`src/rtl/clock_divider.sv`:
```
// Programmable periodic timer: emits a one-clock clk_out pulse every
// count x 2^(STEP*sel) clocks after a configuring enable strobe.
module clock_divider #(
    parameter int STEP  = 2,
    parameter int PRE_W = 14
) (
    input  logic       clk,
    input  logic       reset,
    input  logic       enable,
    input  logic [2:0] sel,
    input  logic [5:0] count,
    output logic       clk_out
);

    logic [2:0]       r_sel;
    logic [5:0]       r_count;
    logic [PRE_W-1:0] r_pre;
    logic [5:0]       r_tick;
    logic             r_out;

    logic [PRE_W-1:0] w_mask;
    logic             w_wrap;
    logic             w_run;
    logic             w_expire;
    logic [5:0]       w_tick_nx;

    // Prescaler terminal value is D-1, i.e. the low STEP*sel bits all set.
    always_comb begin
        w_mask = '0;
        for (int i = 0; i < PRE_W; i++) begin
            w_mask[i] = (i < STEP * int'(r_sel));
        end
    end

    assign w_wrap    = (r_pre == w_mask);
    assign w_run     = (r_count != 6'd0);
    assign w_tick_nx = r_tick + 6'd1;
    assign w_expire  = w_run && w_wrap && (w_tick_nx == r_count);

    always_ff @(posedge clk or negedge reset) begin
        if (!reset) begin
            r_sel   <= '0;
            r_count <= '0;
            r_pre   <= '0;
            r_tick  <= '0;
            r_out   <= 1'b0;
        end else if (enable) begin
            r_sel   <= sel;
            r_count <= count;
            r_pre   <= '0;
            r_tick  <= '0;
            r_out   <= 1'b0;
        end else if (w_run) begin
            r_out <= w_expire;
            if (w_wrap) begin
                r_pre  <= '0;
                r_tick <= w_expire ? 6'd0 : w_tick_nx;
            end else begin
                r_pre <= r_pre + 1'b1;
            end
        end else begin
            r_out <= 1'b0;
        end
    end

    assign clk_out = r_out;

endmodule

```
`config.mk`:
```
export PLATFORM = sky130hd
export DESIGN_NAME = clock_divider
export DESIGN_NICKNAME = d
export VERILOG_FILES = /design/src/rtl/clock_divider.sv
export SDC_FILE = /design/constraint.sdc
export NUM_CORES = 1
export LEC_CHECK = 0
export BUFFER_PORTS_ARGS = -buffer_cell sky130_fd_sc_hd__buf_2
export CAP_MARGIN = 15
export CORE_MARGIN = 5
export CORE_UTILIZATION = 44
export CTS_BUF_LIST = sky130_fd_sc_hd__clkbuf_8
export DETAILED_ROUTE_END_ITERATION = 8
export PLACE_DENSITY = 0.76
export RECOVER_POWER = 100
export SETUP_SLACK_MARGIN = 0.5
export SYNTH_ARGS = -nofsm -noshare
export SYNTH_HDL_FRONTEND = slang
export SYNTH_SLANG_ARGS = --single-unit
```
`constraint.sdc`:
```
create_clock -name clk -period 2.1 [get_ports clk]
set_input_delay 0.315 -clock clk [delete_from_list [all_inputs] [get_ports clk]]
set_output_delay 0.315 -clock clk [all_outputs]
set_load 0.01 [all_outputs]
```
==> impl_metrics.ini, run 1 <==
[synthesis]
netlist_area_um2 = 1760
ys_seq_area_share_pct = 42.6
ys_types = 49
synth_ff_type = dfrtp_1
synthArstFlopShare_pct = 100
yosysWarnings = 0
synth-seq-cells = 30
synth_edf_count = 0
syn_avg_cell_area_um2 = 9.90
synthCells = 178
syn-num-nets = 192

[route]
drt-initial-drc-count = 74
vias = 1498
viasPerCell = 5.61
ant_nets = 0
post_drt_wl_per_cell_um = 14.9
totalWireLength_um = 3980
drt_first_pass_iters = 4
route.detailed.drc = 0

[pwr]
p_clk_share_pct = 36.4
switchingPower_uw = 373
p_int_uw = 985
p_per_area_nw_per_um2 = 593
netSwitchingFraction_pct = 27.5
irDropWorstVdd_mv = 0.437
seq_power_share_pct = 46.4
power.leakage_nw = 0.953
pwr-share-comb_pct = 17.2
p_total_mw = 1.36

[clock_tree]
clockRootBuffer = clkbuf_8
htree_levels = 2
clkLatencyLatePin_ns = 0.28
clk_path_buf_depth = 2
cts_tree = done
hold_buffers = 0
path_clk_slew_ns = 0.07
clock_sinks = 30
cts_buffers = 5

[floorplanning]
dieWidth_um = 73.3
ios = 13
core_area_um2 = 3940
dieArea_um2 = 5370
fp-row-count = 23
start_util_pct = 44.7
dieHeight_um = 73.3

[setup_path]
crit_path_end_kind = register
cp_num_buf_inv = 2
path_delay_family = compound AO/OA/AOI/OAI gates
r2r_start = r_sel[1]
crit_arrival_ns = 2.25
cp_max_fo = 6
worst_path_max_delay_cell = a221o_1
path_class = reg2reg
critical-path-max-stage-delay_ns = 0.44
path_cells = buf_6, nor4_4, o21ai_1, a221o_1, o41ai_4, buf_4, a21boi_2, o22ai_2
crit_start = r_sel[1]
start_kind = register
cp.required_ns = 2.27

[sta]
final.min_clock_period_ns = 2.08
hold_viol_final = 0
setup_viol = 0
finalMaxSlewViolations = 31
timing.fmax_mhz = 481
worst_slew_pin_slew_ns = 1.64
rsz0062_at_grt = true
max_slew_margin_pct = -9.16
skew_ns = 0.00652
setup_ws_ns = 0.0193
fin_crit_sh_pct = 99.1

[finish]
drive_gt1_share_pct = 41.0
syn_to_final_growth_pct = 30.0
nNetsFinal = 230
postLayoutCellArea_um2 = 2290
n_antenna_cell = 0

[hold_path]
min_from = count[4]
hp-class = in2reg

[place]
gp_congestion = 0.888
dp_hpwl_um = 2720
io_buffers = 12
dp_slack_ns = -0.0420
placed_area_um2 = 2010

[outcome]
outcome = finished, violations left
violations = capacitance limit, slew limit

[grt]
grt_pass1_wl_um = 6840
antenna_found_initial = 0
grt_max_degree = 31
grt_pass1_vias = 1510
grt.total_usage_pct = 16.6
overflow = 0

[flow_run]
cap_violations = 1
==> metal layers <==
layer	up-vias	GRT usage [%]	wire length [um]
met1	748	18.9	1670
met3	7	4.65	124
met4	0	6.15	67
met5	-	0	0
met2	24	29.1	2120
li1	719	-	-
==> path summary, 6_finish.rpt <==
kind	endpoint	slack, ns	cells after the start
setup reg to reg	r_tick[4]	0.02	8
max in group asynchronous	r_pre[2]	0.59	1
hold / removal	r_count[4]	0.25	3
hold reg to reg	r_pre[9]	0.54	1
min in group asynchronous	r_sel[2]	0.44	1
setup / recovery	r_tick[4]	0.02	8
==> sequential cells by signal, indices dropped and copies added, names as in the netlist <==
signal and cells:
clk_out 1, r_count 6, r_sel 3, r_tick 6, r_pre 14
==> kinds of logic after synthesis <==
group | synth area share, %
and+or+nand+nor | 20.9
AOI/OAI and AO/OA | 18.3
DFF | 42.6
xor gates and xnor gates | 7.46
buffers and inverters | 3.69
muxes | 5.68
adders and majority gates | 1.42
==> cells in the mapped netlist (all sizes together), types with 4 or more instances <==
master	instances	area [um^2]
nand3	7	35.0
or3	6	37.5
buf	4	31.3
nand2	16	60.1
a21oi	11	62.6
and3	4	25.0
xor2	9	78.8
or2	4	25.0
o21ai	11	55.1
dfrtp	30	751
mux2	8	90.1
xnor2	6	52.6
inv	7	26.3
a21boi	5	37.5
nor2	12	47.6
==> tightest hold or removal path, cell delays in order <==
cell and delay [ns]:
buf_2 0.08, nand2_1 0.04, o21ai_0 0.07
==> stage by stage <==
step                      hold slack [ns]  setup TNS [ns]  utilization (%)  std cells
after floorplan                    0.0194               0                -        178
after global placement              0.386          -0.182             50.9        250
after detailed placement            0.394          -0.269             50.9        250
after CTS                          0.0827         -0.0313             55.7        263
after global routing                0.247          -0.787             58.1        267
final                               0.253               0             58.1        267
==> area by class of cell <==
class                      instances  area, um^2
timing repair buffer              37         273
inverter                           7        26.3
tap                               50        62.6
sequential                        30         756
clock buffer                       6        82.6
multi-input combinational        135        1080
clock inverter                     2        12.5
fill                             327        1650
==> power groups by stage <==
stage | registers [mW] | clock network (mW) | logic (mW)
finish | 0.629 | 0.494 | 0.234
global route | 0.632 | 0.541 | 0.255
CTS | 0.630 | 0.505 | 0.210
detailed placement | 0.641 | 0 | 0.182
global placement | 0.640 | 0 | 0.178
floorplan | 0.629 | 0 | 0.131
==> timing repair <==
| item | 4_1_cts | 5_1_grt |
|---|---|---|
| setup endpoints to repair | 21 | 21 |
| resized for setup | 17 | 16 |
| buffers inserted | 5 | 4 |
| pin swaps | 12 | 10 |
==> cells in the final DEF (no fill, tap or decap), types with 3 or more instances in the layout <==
| cell | synthesis | final |
|---|---|---|
| o21ai_1 | 3 | 4 |
| dfrtp_2 | 0 | 4 |
| dfrtp_1 | 30 | 26 |
| mux2_2 | 8 | 8 |
| or3_1 | 6 | 4 |
| inv_1 | 7 | 7 |
| buf_2 | 1 | 11 |
| nor2_1 | 11 | 11 |
| o21ai_0 | 8 | 6 |
| xor2_1 | 9 | 9 |
| buf_6 | 1 | 7 |
| and3_1 | 4 | 4 |
| clkbuf_8 | 0 | 6 |
| nand3_1 | 7 | 6 |
| and2_1 | 3 | 3 |
| nand2_1 | 16 | 14 |
| a21oi_2 | 2 | 8 |
| a21boi_2 | 0 | 4 |
| nand4_1 | 3 | 3 |
| buf_4 | 2 | 18 |
| xnor2_1 | 6 | 6 |
Power figures use the tool's default switching activity.
==> run 2: changes to the inputs <==
--- a/config.mk
+++ b/config.mk
@@ -7,13 +7,14 @@
 export LEC_CHECK = 0
 export BUFFER_PORTS_ARGS = -buffer_cell sky130_fd_sc_hd__buf_2
 export CAP_MARGIN = 15
-export CORE_MARGIN = 5
+export CORE_MARGIN = 4
 export CORE_UTILIZATION = 44
 export CTS_BUF_LIST = sky130_fd_sc_hd__clkbuf_8
 export DETAILED_ROUTE_END_ITERATION = 8
 export PLACE_DENSITY = 0.76
 export RECOVER_POWER = 100
 export SETUP_SLACK_MARGIN = 0.5
+export SKIP_CTS_REPAIR_TIMING = 1
 export SYNTH_ARGS = -nofsm -noshare
 export SYNTH_HDL_FRONTEND = slang
 export SYNTH_SLANG_ARGS = --single-unit
==> impl_metrics.ini, run 2 (synthesis gave the netlist of run 1 again) <==
[clock_tree]
clockRootBuffer = clkbuf_8
cts_buffers = 5
path_clk_slew_ns = 0.06
clkLatencyLatePin_ns = 0.28
htree_levels = 2
cts_tree = done
clk_path_buf_depth = 2
clock_sinks = 30

[finish]
postLayoutCellArea_um2 = 2220
fin_cells = 259
final_common_cell = dfrtp_1
final_cell_mix = dfrtp_1, buf_4, nand2_1
nNetsFinal = 225
largest_reg_flops = 14
top_regs = r_pre x14, r_count x6, r_tick x6
n_antenna_cell = 0
drive_gt1_share_pct = 38.4
syn_to_final_growth_pct = 26.0
largest_register = r_pre
final_core_util_pct = 58.9
fill_cells = 317

[setup_path]
critical-path-max-stage-delay_ns = 0.47
path_delay_family = compound AO/OA/AOI/OAI gates
cp_max_fo = 6
start_kind = register
crit_path_end_kind = register
worst_path_max_delay_cell = or3_4
r2r_slack_ns = 0.01
cp_num_buf_inv = 1
crit_arrival_ns = 2.25
path_class = reg2reg
cpMostUsedCell = a21oi_2
r2r.worst_path.cells = 7
path_cells = buf_4, a311oi_2, a21oi_2, a221o_1, or3_4, a21oi_2, a211oi_1
cp.required_ns = 2.26
worstReg2RegEnd = r_pre[9]
r2r_start = r_sel[1]

[place]
post-place-cells = 248
io_buffers = 12
placed_area_um2 = 2010
dp_hpwl_um = 2810
gp_congestion = 0.841

[pwr]
p_per_area_nw_per_um2 = 570
power.leakage_nw = 0.922
irDropWorstVdd_mv = 0.432

[route]
vias = 1438
viasPerCell = 5.55
drt_first_pass_iters = 4
route.detailed.drc = 0
totalWireLength_um = 3880
ant_nets = 0
post_drt_wl_per_cell_um = 15.0
drt-initial-drc-count = 56

[floorplanning]
start_util_pct = 46.7
dieHeight_um = 71.3
ios = 13
core_area_um2 = 3770
fp-row-count = 22
dieWidth_um = 71.3
dieArea_um2 = 5080

[grt]
grt_pass1_vias = 1391
antenna_found_initial = 0
grt.total_usage_pct = 16.1
grt_pass1_wl_um = 6370
grt_max_degree = 31
overflow = 0

[outcome]
outcome = finished, violations left
violations = capacitance limit, slew limit

[hold_path]
min_path_cells = 3
hold-path-endpoint = r_count[4]
min_from = count[4]
hp-class = in2reg

[sta]
hold_viol_final = 0
skew_ns = 0.00281
holdWs_ns = 0.260
timing.fmax_mhz = 479
rsz0062_at_grt = true
fin_setup_tns_ns = 0
finalMaxSlewViolations = 31
final.min_clock_period_ns = 2.09
max_slew_margin_pct = -5.88
setup_viol = 0
fin_crit_sh_pct = 99.4
worst_slew_pin_slew_ns = 1.59

[flow_run]
cap_violations = 1
## run 2: how the worst max path moves through the flow
stage          startpoint        to  cells past startpoint
2_1_floorplan    r_sel[1]  r_pre[9]                      8
3_3_place_gp     r_sel[2]  r_pre[9]                      6
3_5_place_dp     r_sel[1]  r_pre[3]                      6
4_1_cts          r_sel[2]  r_pre[9]                      6
5_1_grt          r_sel[1]  r_pre[9]                      7
6_report         r_sel[1]  r_pre[9]                      7
## run 2: cell type report
| class | count | area, um^2 | share of cell area (%) |
|---|---|---|---|
| clock buffer | 5 | 68.8 | 3.10 |
| inverter | 7 | 26.3 | 1.18 |
| sequential | 30 | 753 | 33.9 |
| timing repair buffer | 32 | 220 | 9.92 |
| tap | 48 | 60.1 | 2.71 |
| multi-input combinational | 135 | 1080 | 48.8 |
| clock inverter | 2 | 7.51 | 0.338 |
## run 2: metal layers
metal	GRT usage, %	wire length [um]
met1	21.0	1850
met2	25.1	1760
met3	4.07	191
met4	7.52	76
met5	0	0
## run 2: worst reg2reg max path: stages (launching register included)
cell      delay [ns]
dfrtp_2         0.45
buf_4           0.15
a311oi_2        0.26
a21oi_2         0.07
a221o_1         0.35
or3_4           0.47
a21oi_2         0.14
a211oi_1        0.08
## run 2: power breakdown
group / leakage [nW] / internal [mW] / switching (mW)
Sequential: 0.395 / 0.603 / 0.0284
Clock: 0.0466 / 0.217 / 0.201
Combinational: 0.481 / 0.105 / 0.110
## run 2: per-stage QoR
step	power, mW	setup slack [ns]
6_report	1.26	0.0120
5_1_grt	1.34	-0.0541
4_1_cts	1.25	-0.0376
3_5_place_dp	0.827	-0.0155
3_3_place_gp	0.821	-0.0403
2_1_floorplan	0.761	0.116
